==> src/rtl/seg7_scan_driver.sv <==
// -----------------------------------------------------------------------------
// seg7_scan_driver
//
// Time-multiplexed driver for a bank of NUM_DIGITS common-anode 7-segment
// digits. A packed hex word is staged on a load strobe. It is moved into a
// shadow register only at frame start, so a frame never mixes old and new
// digits. One digit at a time is scanned. Each digit visit is a GAP period with
// all anodes off, then a SHOW period with exactly one anode on.
//
// Parameters
//   NUM_DIGITS   digits scanned (>=1)
//   REFRESH_DIV  clk cycles each digit is lit per visit (>=1)
//   GAP_CYCLES   clk cycles with all digits off before each visit (0 = none)
//   AN_ACT_LOW   1: an_out active-low, 0: an_out active-high
//
// Optional feature macro
//   LEADING_ZERO_BLANK_EN  when defined, a digit k>0 is blanked (segments off,
//                          anode still driven) when its nibble and every higher
//                          nibble are zero and no decimal point at or above it
//                          is lit. Digit 0 is never blanked.
//
// Ports
//   clk         in   system clock, rising edge
//   rst_n       in   asynchronous reset, active-low
//   en          in   scan enable; 0 blanks the display and restarts the scan
//   load        in   1-cycle strobe capturing data_in / dp_in into staging
//   data_in     in   digit k = data_in[4k+3:4k]; digit 0 is the rightmost
//   dp_in       in   decimal point per digit, 1 = lit
//   seg_out     out  {a,b,c,d,e,f,g}, active-low
//   dp_out      out  decimal point, active-low
//   an_out      out  one-hot digit enable, polarity set by AN_ACT_LOW
//   frame_done  out  1-cycle pulse after the last digit's SHOW period ends
//
// Handshake: load is a plain strobe with no back-pressure. Every cycle with
// load=1 is accepted, and the most recent load before a frame start wins.
//
// Timing: all outputs are registered. They reflect the state and digit index
// of the previous cycle. The exception is en=0: it blanks the outputs on the
// same edge that sends the FSM to IDLE.
// -----------------------------------------------------------------------------
module seg7_scan_driver #(
    parameter int NUM_DIGITS  = 4,
    parameter int REFRESH_DIV = 50000,
    parameter int GAP_CYCLES  = 2,
    parameter bit AN_ACT_LOW  = 1'b1
) (
    input  logic                      clk,
    input  logic                      rst_n,
    input  logic                      en,
    input  logic                      load,
    input  logic [4*NUM_DIGITS-1:0]   data_in,
    input  logic [NUM_DIGITS-1:0]     dp_in,
    output logic [6:0]                seg_out,
    output logic                      dp_out,
    output logic [NUM_DIGITS-1:0]     an_out,
    output logic                      frame_done
);

    // -------------------------------------------------------------------------
    // Sizing. Each counter only has to reach (max - 1). $clog2 of the maximum
    // is therefore enough, with a floor of 1 bit so every vector stays legal.
    // -------------------------------------------------------------------------
    localparam int IDX_W = (NUM_DIGITS  > 1) ? $clog2(NUM_DIGITS)  : 1;
    localparam int DIV_W = (REFRESH_DIV > 1) ? $clog2(REFRESH_DIV) : 1;
    localparam int GAP_W = (GAP_CYCLES  > 1) ? $clog2(GAP_CYCLES)  : 1;

    localparam logic [IDX_W-1:0] LAST_IDX = IDX_W'(NUM_DIGITS - 1);
    localparam logic [DIV_W-1:0] DIV_LAST = DIV_W'(REFRESH_DIV - 1);
    localparam logic [GAP_W-1:0] GAP_LAST = GAP_W'((GAP_CYCLES > 0) ? GAP_CYCLES - 1 : 0);

    localparam logic [NUM_DIGITS-1:0] AN_OFF = AN_ACT_LOW ? {NUM_DIGITS{1'b1}}
                                                          : {NUM_DIGITS{1'b0}};
    localparam logic [6:0] SEG_BLANK = 7'h7F;

    // FSM encoding
    localparam logic [1:0] ST_IDLE = 2'd0;
    localparam logic [1:0] ST_GAP  = 2'd1;
    localparam logic [1:0] ST_SHOW = 2'd2;

    // With no gap configured, each visit chains directly from SHOW to SHOW.
    localparam logic [1:0] ST_AFTER_SHOW = (GAP_CYCLES > 0) ? ST_GAP : ST_SHOW;

    // -------------------------------------------------------------------------
    // Registers
    // -------------------------------------------------------------------------
    logic [1:0]              state_q,     state_d;
    logic [IDX_W-1:0]        idx_q,       idx_d;
    logic [DIV_W-1:0]        div_q,       div_d;
    logic [GAP_W-1:0]        gap_q,       gap_d;

    logic [4*NUM_DIGITS-1:0] stage_q,     stage_d;
    logic [NUM_DIGITS-1:0]   stage_dp_q,  stage_dp_d;
    logic [4*NUM_DIGITS-1:0] shadow_q,    shadow_d;
    logic [NUM_DIGITS-1:0]   shadow_dp_q, shadow_dp_d;
    logic                    pending_q,   pending_d;

    logic [6:0]              seg_q,       seg_d;
    logic                    dp_q,        dp_d;
    logic [NUM_DIGITS-1:0]   an_q,        an_d;
    logic                    fdone_q,     fdone_d;

    // High for one cycle when the scan (re)enters digit 0 from IDLE or from
    // the wrap. This is the only point where the shadow register may change.
    logic                    frame_start;

    // -------------------------------------------------------------------------
    // Nibble to active-low segment decode, bit order {a,b,c,d,e,f,g}
    // -------------------------------------------------------------------------
    function automatic logic [6:0] hex_to_seg(input logic [3:0] nib);
        logic [6:0] s;
        case (nib)
            4'h0:    s = 7'b0000001;
            4'h1:    s = 7'b1001111;
            4'h2:    s = 7'b0010010;
            4'h3:    s = 7'b0000110;
            4'h4:    s = 7'b1001100;
            4'h5:    s = 7'b0100100;
            4'h6:    s = 7'b0100000;
            4'h7:    s = 7'b0001111;
            4'h8:    s = 7'b0000000;
            4'h9:    s = 7'b0000100;
            4'hA:    s = 7'b0001000;
            4'hB:    s = 7'b1100000;
            4'hC:    s = 7'b0110001;
            4'hD:    s = 7'b1000010;
            4'hE:    s = 7'b0110000;
            default: s = 7'b0111000;
        endcase
        return s;
    endfunction

    // -------------------------------------------------------------------------
    // Scan FSM: state, digit index, divider and gap counter
    // -------------------------------------------------------------------------
    always_comb begin
        state_d     = state_q;
        idx_d       = idx_q;
        div_d       = div_q;
        gap_d       = gap_q;
        frame_start = 1'b0;
        fdone_d     = 1'b0;

        if (!en) begin
            // Dropping the enable abandons the frame wherever it was.
            state_d = ST_IDLE;
            idx_d   = '0;
            div_d   = '0;
            gap_d   = '0;
        end else begin
            case (state_q)
                ST_IDLE: begin
                    frame_start = 1'b1;
                    idx_d       = '0;
                    div_d       = '0;
                    gap_d       = '0;
                    state_d     = (GAP_CYCLES > 0) ? ST_GAP : ST_SHOW;
                end

                ST_GAP: begin
                    if (gap_q == GAP_LAST) begin
                        gap_d   = '0;
                        state_d = ST_SHOW;
                    end else begin
                        gap_d = gap_q + 1'b1;
                    end
                end

                ST_SHOW: begin
                    if (div_q == DIV_LAST) begin
                        div_d   = '0;
                        state_d = ST_AFTER_SHOW;
                        if (idx_q == LAST_IDX) begin
                            idx_d       = '0;
                            frame_start = 1'b1;
                            fdone_d     = 1'b1;
                        end else begin
                            idx_d = idx_q + 1'b1;
                        end
                    end else begin
                        div_d = div_q + 1'b1;
                    end
                end

                default: begin
                    state_d = ST_IDLE;
                    idx_d   = '0;
                    div_d   = '0;
                    gap_d   = '0;
                end
            endcase
        end
    end

    // -------------------------------------------------------------------------
    // Staging / shadow. A load in the frame-start cycle bypasses staging, so
    // that value is used for the frame that is starting.
    // -------------------------------------------------------------------------
    always_comb begin
        stage_d     = stage_q;
        stage_dp_d  = stage_dp_q;
        shadow_d    = shadow_q;
        shadow_dp_d = shadow_dp_q;
        pending_d   = pending_q;

        if (load) begin
            stage_d    = data_in;
            stage_dp_d = dp_in;
            pending_d  = 1'b1;
        end

        if (frame_start) begin
            if (load) begin
                shadow_d    = data_in;
                shadow_dp_d = dp_in;
            end else if (pending_q) begin
                shadow_d    = stage_q;
                shadow_dp_d = stage_dp_q;
            end
            pending_d = 1'b0;
        end
    end

    // -------------------------------------------------------------------------
    // Leading-zero blanking mask, built from the top digit downward.
    // -------------------------------------------------------------------------
    logic digit_blank;

`ifdef LEADING_ZERO_BLANK_EN
    logic [NUM_DIGITS-1:0] lz_blank;
    logic                  upper_zero;

    always_comb begin
        lz_blank   = '0;
        upper_zero = 1'b1;
        for (int k = NUM_DIGITS - 1; k >= 1; k--) begin
            upper_zero  = upper_zero && (shadow_q[4*k +: 4] == 4'h0) && !shadow_dp_q[k];
            lz_blank[k] = upper_zero;
        end
    end

    assign digit_blank = lz_blank[idx_q];
`else
    assign digit_blank = 1'b0;
`endif

    // -------------------------------------------------------------------------
    // Output decode (registered below)
    // -------------------------------------------------------------------------
    logic [NUM_DIGITS-1:0] an_onehot;
    logic [3:0]            cur_nib;

    assign an_onehot = NUM_DIGITS'(1) << idx_q;
    assign cur_nib   = shadow_q[4*int'(idx_q) +: 4];

    always_comb begin
        seg_d = SEG_BLANK;
        dp_d  = 1'b1;
        an_d  = AN_OFF;
        if (en && (state_q == ST_SHOW)) begin
            an_d  = AN_ACT_LOW ? ~an_onehot : an_onehot;
            seg_d = digit_blank ? SEG_BLANK : hex_to_seg(cur_nib);
            dp_d  = ~shadow_dp_q[idx_q];
        end
    end

    // -------------------------------------------------------------------------
    // Sequential state
    // -------------------------------------------------------------------------
    always_ff @(posedge clk or negedge rst_n) begin
        if (!rst_n) begin
            state_q     <= ST_IDLE;
            idx_q       <= '0;
            div_q       <= '0;
            gap_q       <= '0;
            stage_q     <= '0;
            stage_dp_q  <= '0;
            shadow_q    <= '0;
            shadow_dp_q <= '0;
            pending_q   <= 1'b0;
            seg_q       <= SEG_BLANK;
            dp_q        <= 1'b1;
            an_q        <= AN_OFF;
            fdone_q     <= 1'b0;
        end else begin
            state_q     <= state_d;
            idx_q       <= idx_d;
            div_q       <= div_d;
            gap_q       <= gap_d;
            stage_q     <= stage_d;
            stage_dp_q  <= stage_dp_d;
            shadow_q    <= shadow_d;
            shadow_dp_q <= shadow_dp_d;
            pending_q   <= pending_d;
            seg_q       <= seg_d;
            dp_q        <= dp_d;
            an_q        <= an_d;
            fdone_q     <= fdone_d;
        end
    end

    assign seg_out    = seg_q;
    assign dp_out     = dp_q;
    assign an_out     = an_q;
    assign frame_done = fdone_q;

endmodule

==> config.mk <==
export PLATFORM = sky130hd
export DESIGN_NAME = seg7_scan_driver
export DESIGN_NICKNAME = d
export VERILOG_FILES = /design/src/rtl/seg7_scan_driver.sv
export SDC_FILE = /design/constraint.sdc
export NUM_CORES = 1
export LEC_CHECK = 0
export CORE_UTILIZATION = 61
export DETAILED_ROUTE_END_ITERATION = 12
export GPL_ROUTABILITY_DRIVEN = 1
export HOLD_SLACK_MARGIN = 0.05
export PLACE_DENSITY = 0.95
export SLEW_MARGIN = 25
export SYNTH_ARGS = -nofsm -noshare
export SYNTH_HDL_FRONTEND = slang
export SYNTH_SLANG_ARGS = --single-unit
==> constraint.sdc <==
create_clock -name clk -period 6.7 [get_ports clk]
set_clock_uncertainty 0.1 [all_clocks]
set_input_delay 1.34 -clock clk [delete_from_list [all_inputs] [get_ports clk]]
set_output_delay 1.34 -clock clk [all_outputs]
set_load 0.01 [all_outputs]
==> results.json <==
{
  "tns_ns": 0,
  "crit_path_max_fanout": 22,
  "arrival_ns": 3.21,
  "vias": 2441,
  "cts_resized": 0,
  "initial_core_util_pct": 63.9,
  "gp_congestion": 0.834,
  "setup_viol_count_final": 0,
  "clockRootBuffer": "clkbuf_8",
  "required_ns": 6.84,
  "regArea_um2": 1890,
  "p_per_area_nw_per_um2": 315,
  "yosys_register_bits": 75,
  "crit_chain": "clkdlybuf4s50_1, buf_4, o21ai_0, or2_2, mux2_4",
  "synth_top_area_cell": "dfrtp_1",
  "ioPinCount": 37,
  "synth_edf_count": 0,
  "fillers": 328,
  "netlist_instances": 285,
  "drc": 0,
  "cts.reportedPaths.clkPinSlew_ns": 0.08,
  "syn_nets": 320,
  "total_leakage_power_nw": 1.81,
  "avgSynthCellArea_um2": 12.4,
  "r2r_cells": 5,
  "yosysMostFrequentCell": "dfrtp_1",
  "ctsHoldBuffers": 0,
  "grt-ovfl-total": 0,
  "hold_end": "stage_q[8]",
  "ys_top_cells_by_area": "dfrtp_1, dfstp_2, mux2_4, mux2_2, ha_1",
  "drive_gt1_share_pct": 24.9,
  "regToRegStartpoint": "div_q[6]",
  "insertion_delay_ns": 0.35,
  "synth_area_um2": 3540,
  "htree_levels": 3,
  "rsz0062_at_grt": "false",
  "grt_pass1_vias": 2489,
  "fmax_mhz": 326,
  "dp_hpwl_mm": 4.52,
  "holdWs_ns": 0.405,
  "cpLargestDelayFamily": "buffers and inverters",
  "core_area_um2": 5540,
  "ant_nets": 0,
  "wl_per_cell_um": 18.7,
  "drt_pass1_iterations": 5,
  "max-vdd-ir-drop_mv": 0.218,
  "grt_max_degree": 76,
  "placed_area_um2": 3930,
  "syn_to_final_growth_pct": 17.3,
  "holdPathStages": 1,
  "diodes": 0,
  "grt_pass1_wl_mm": 12.4,
  "multi_input_area_um2": 1550,
  "run_status": "complete, no violations",
  "final_max_slew_viol_count": 0,
  "drt-initial-drc-count": 206,
  "rows": 27,
  "drt_wl_total_mm": 7.42,
  "min_from": "stage_q[8]",
  "timing.rr.end": "shadow_q[14]",
  "slew_headroom_pct": 40.0,
  "final_nets": 355,
  "clk_path_buf_depth": 2,
  "fp.dieW_um": 78.2,
  "ys.flop_type": "dfrtp_1",
  "min_period_ns": 3.07,
  "path_buf_inv": 2,
  "crit_slowest_cell": "or2_2",
  "synthTopCellsByCount": "dfrtp_1, nand2_1, mux2_2, mux2_4, a31oi_1",
  "antenna_found_initial": 0,
  "finalCritPeriodShare_pct": 45.8,
  "portBuffers": 36,
  "tightest_slew_ns": 0.901,
  "viasPerCell": 6.15,
  "critical-path-max-stage-delay_ns": 0.58,
  "worst_setup_path_end_kind": "flip-flop",
  "fin_cells": 397,
  "cap_violations": 0,
  "cts_tree": "built",
  "hold_viol_final": 0,
  "cts_setup_buffers": 0,
  "hp-class": "flip-flop to flip-flop",
  "dp_cells": 381,
  "yosysWarningCount": 0,
  "fin_area_um2": 4150,
  "cts_buffers": 9,
  "async_flop_share_pct": 100,
  "yosysSeqAreaShare_pct": 53.5,
  "critPathKind": "primary input to flip-flop",
  "finalPower_mw": 1.31,
  "cts.sinks": 75,
  "ys_types": 45,
  "die_area_um2": 6110,
  "grt_use_total_pct": 27.3,
  "yosys.area.top_type_share_pct": 44.6,
  "cp-start-kind": "primary input",
  "rrSetupSlack_ns": 3.89,
  "die_h_um": 78.2
}
[area by class of cell]
| cell class | instances | share of cell area (%) |
|---|---|---|
| clock buffer | 10 | 3.07 |
| sequential | 75 | 45.6 |
| clock inverter | 6 | 2.11 |
| tap | 72 | 2.17 |
| multi-input combinational | 188 | 37.3 |
| timing repair buffer | 39 | 9.10 |
| inverter | 7 | 0.633 |
[cell usage in the layout (no fill, tap or decap), drive strengths merged, types with 2 or more instances in the layout]
cell type      instances
dfrtp                 63
mux2                  41
clkdlybuf4s50         35
nand2                 28
a31oi                 15
dfstp                 12
o21ai                 12
nor2                  11
nand3                 11
ha                    11
clkbuf                10
a21oi                  9
inv                    8
mux4                   5
o221ai                 4
nor3                   4
and3                   4
buf                    4
nor2b                  3
clkinv                 3
and2                   2
nand4b                 2
nand4                  2
a41oi                  2
a22o                   2
a21o                   2
bufinv                 2
or2                    2
nor4                   2
[power by group]
| part | switching (mW) | internal (mW) | total, mW |
|---|---|---|---|
| clock | 0.171 | 0.210 | 0.382 |
| sequential | 0.0565 | 0.534 | 0.590 |
| combinational | 0.159 | 0.176 | 0.335 |
[registers in the layout, summed over array words and instances (netlist names)]
register,count
pending_q,1
idx_q,2
gap_q,1
frame_done,1
stage_dp_q,4
shadow_q,16
an_out,4
shadow_dp_q,4
div_q,16
state_q,2
seg_out,7
stage_q,16
dp_out,1
[routing by layer]
metal	routed length (um)	track usage (%)	up-vias	part of all wire [%]
li1	-	-	1105	-
met1	3110	34.2	1201	42
met2	3690	44.3	109	50
met3	382	6.86	26	5.1
met4	247	13.7	0	3.3
met5	0	0	-	0
[worst max path at each step]
stage / start / to / slack [ns] / depth (start not counted)
global route: en / shadow_q[14] / 3.52 / 5
floorplan: en / div_q[6] / 4.06 / 6
detailed placement: load / shadow_q[14] / 3.26 / 5
CTS: load / shadow_q[14] / 3.63 / 5
finish: load / shadow_q[14] / 3.63 / 5
global placement: load / shadow_q[6] / 3.11 / 5
[cell families after synthesis]
group                    share of synthesized area, %
AND/OR/NAND/NOR                                  11.9
AO/OA/AOI/OAI                                    9.23
flip-flops                                       53.5
adder cells (fa/ha/maj)                          3.89
multiplexers                                     18.6
buffers and inverters                            2.86
[through the flow]
step / util [%] / worst slack [ns]
floorplan: - / 4.06
global placement: 71.0 / 3.11
finish: 74.9 / 3.63
global route: 74.9 / 3.52
CTS: 74.8 / 3.63
detailed placement: 71.0 / 3.26
Power figures use the tool's default switching activity.
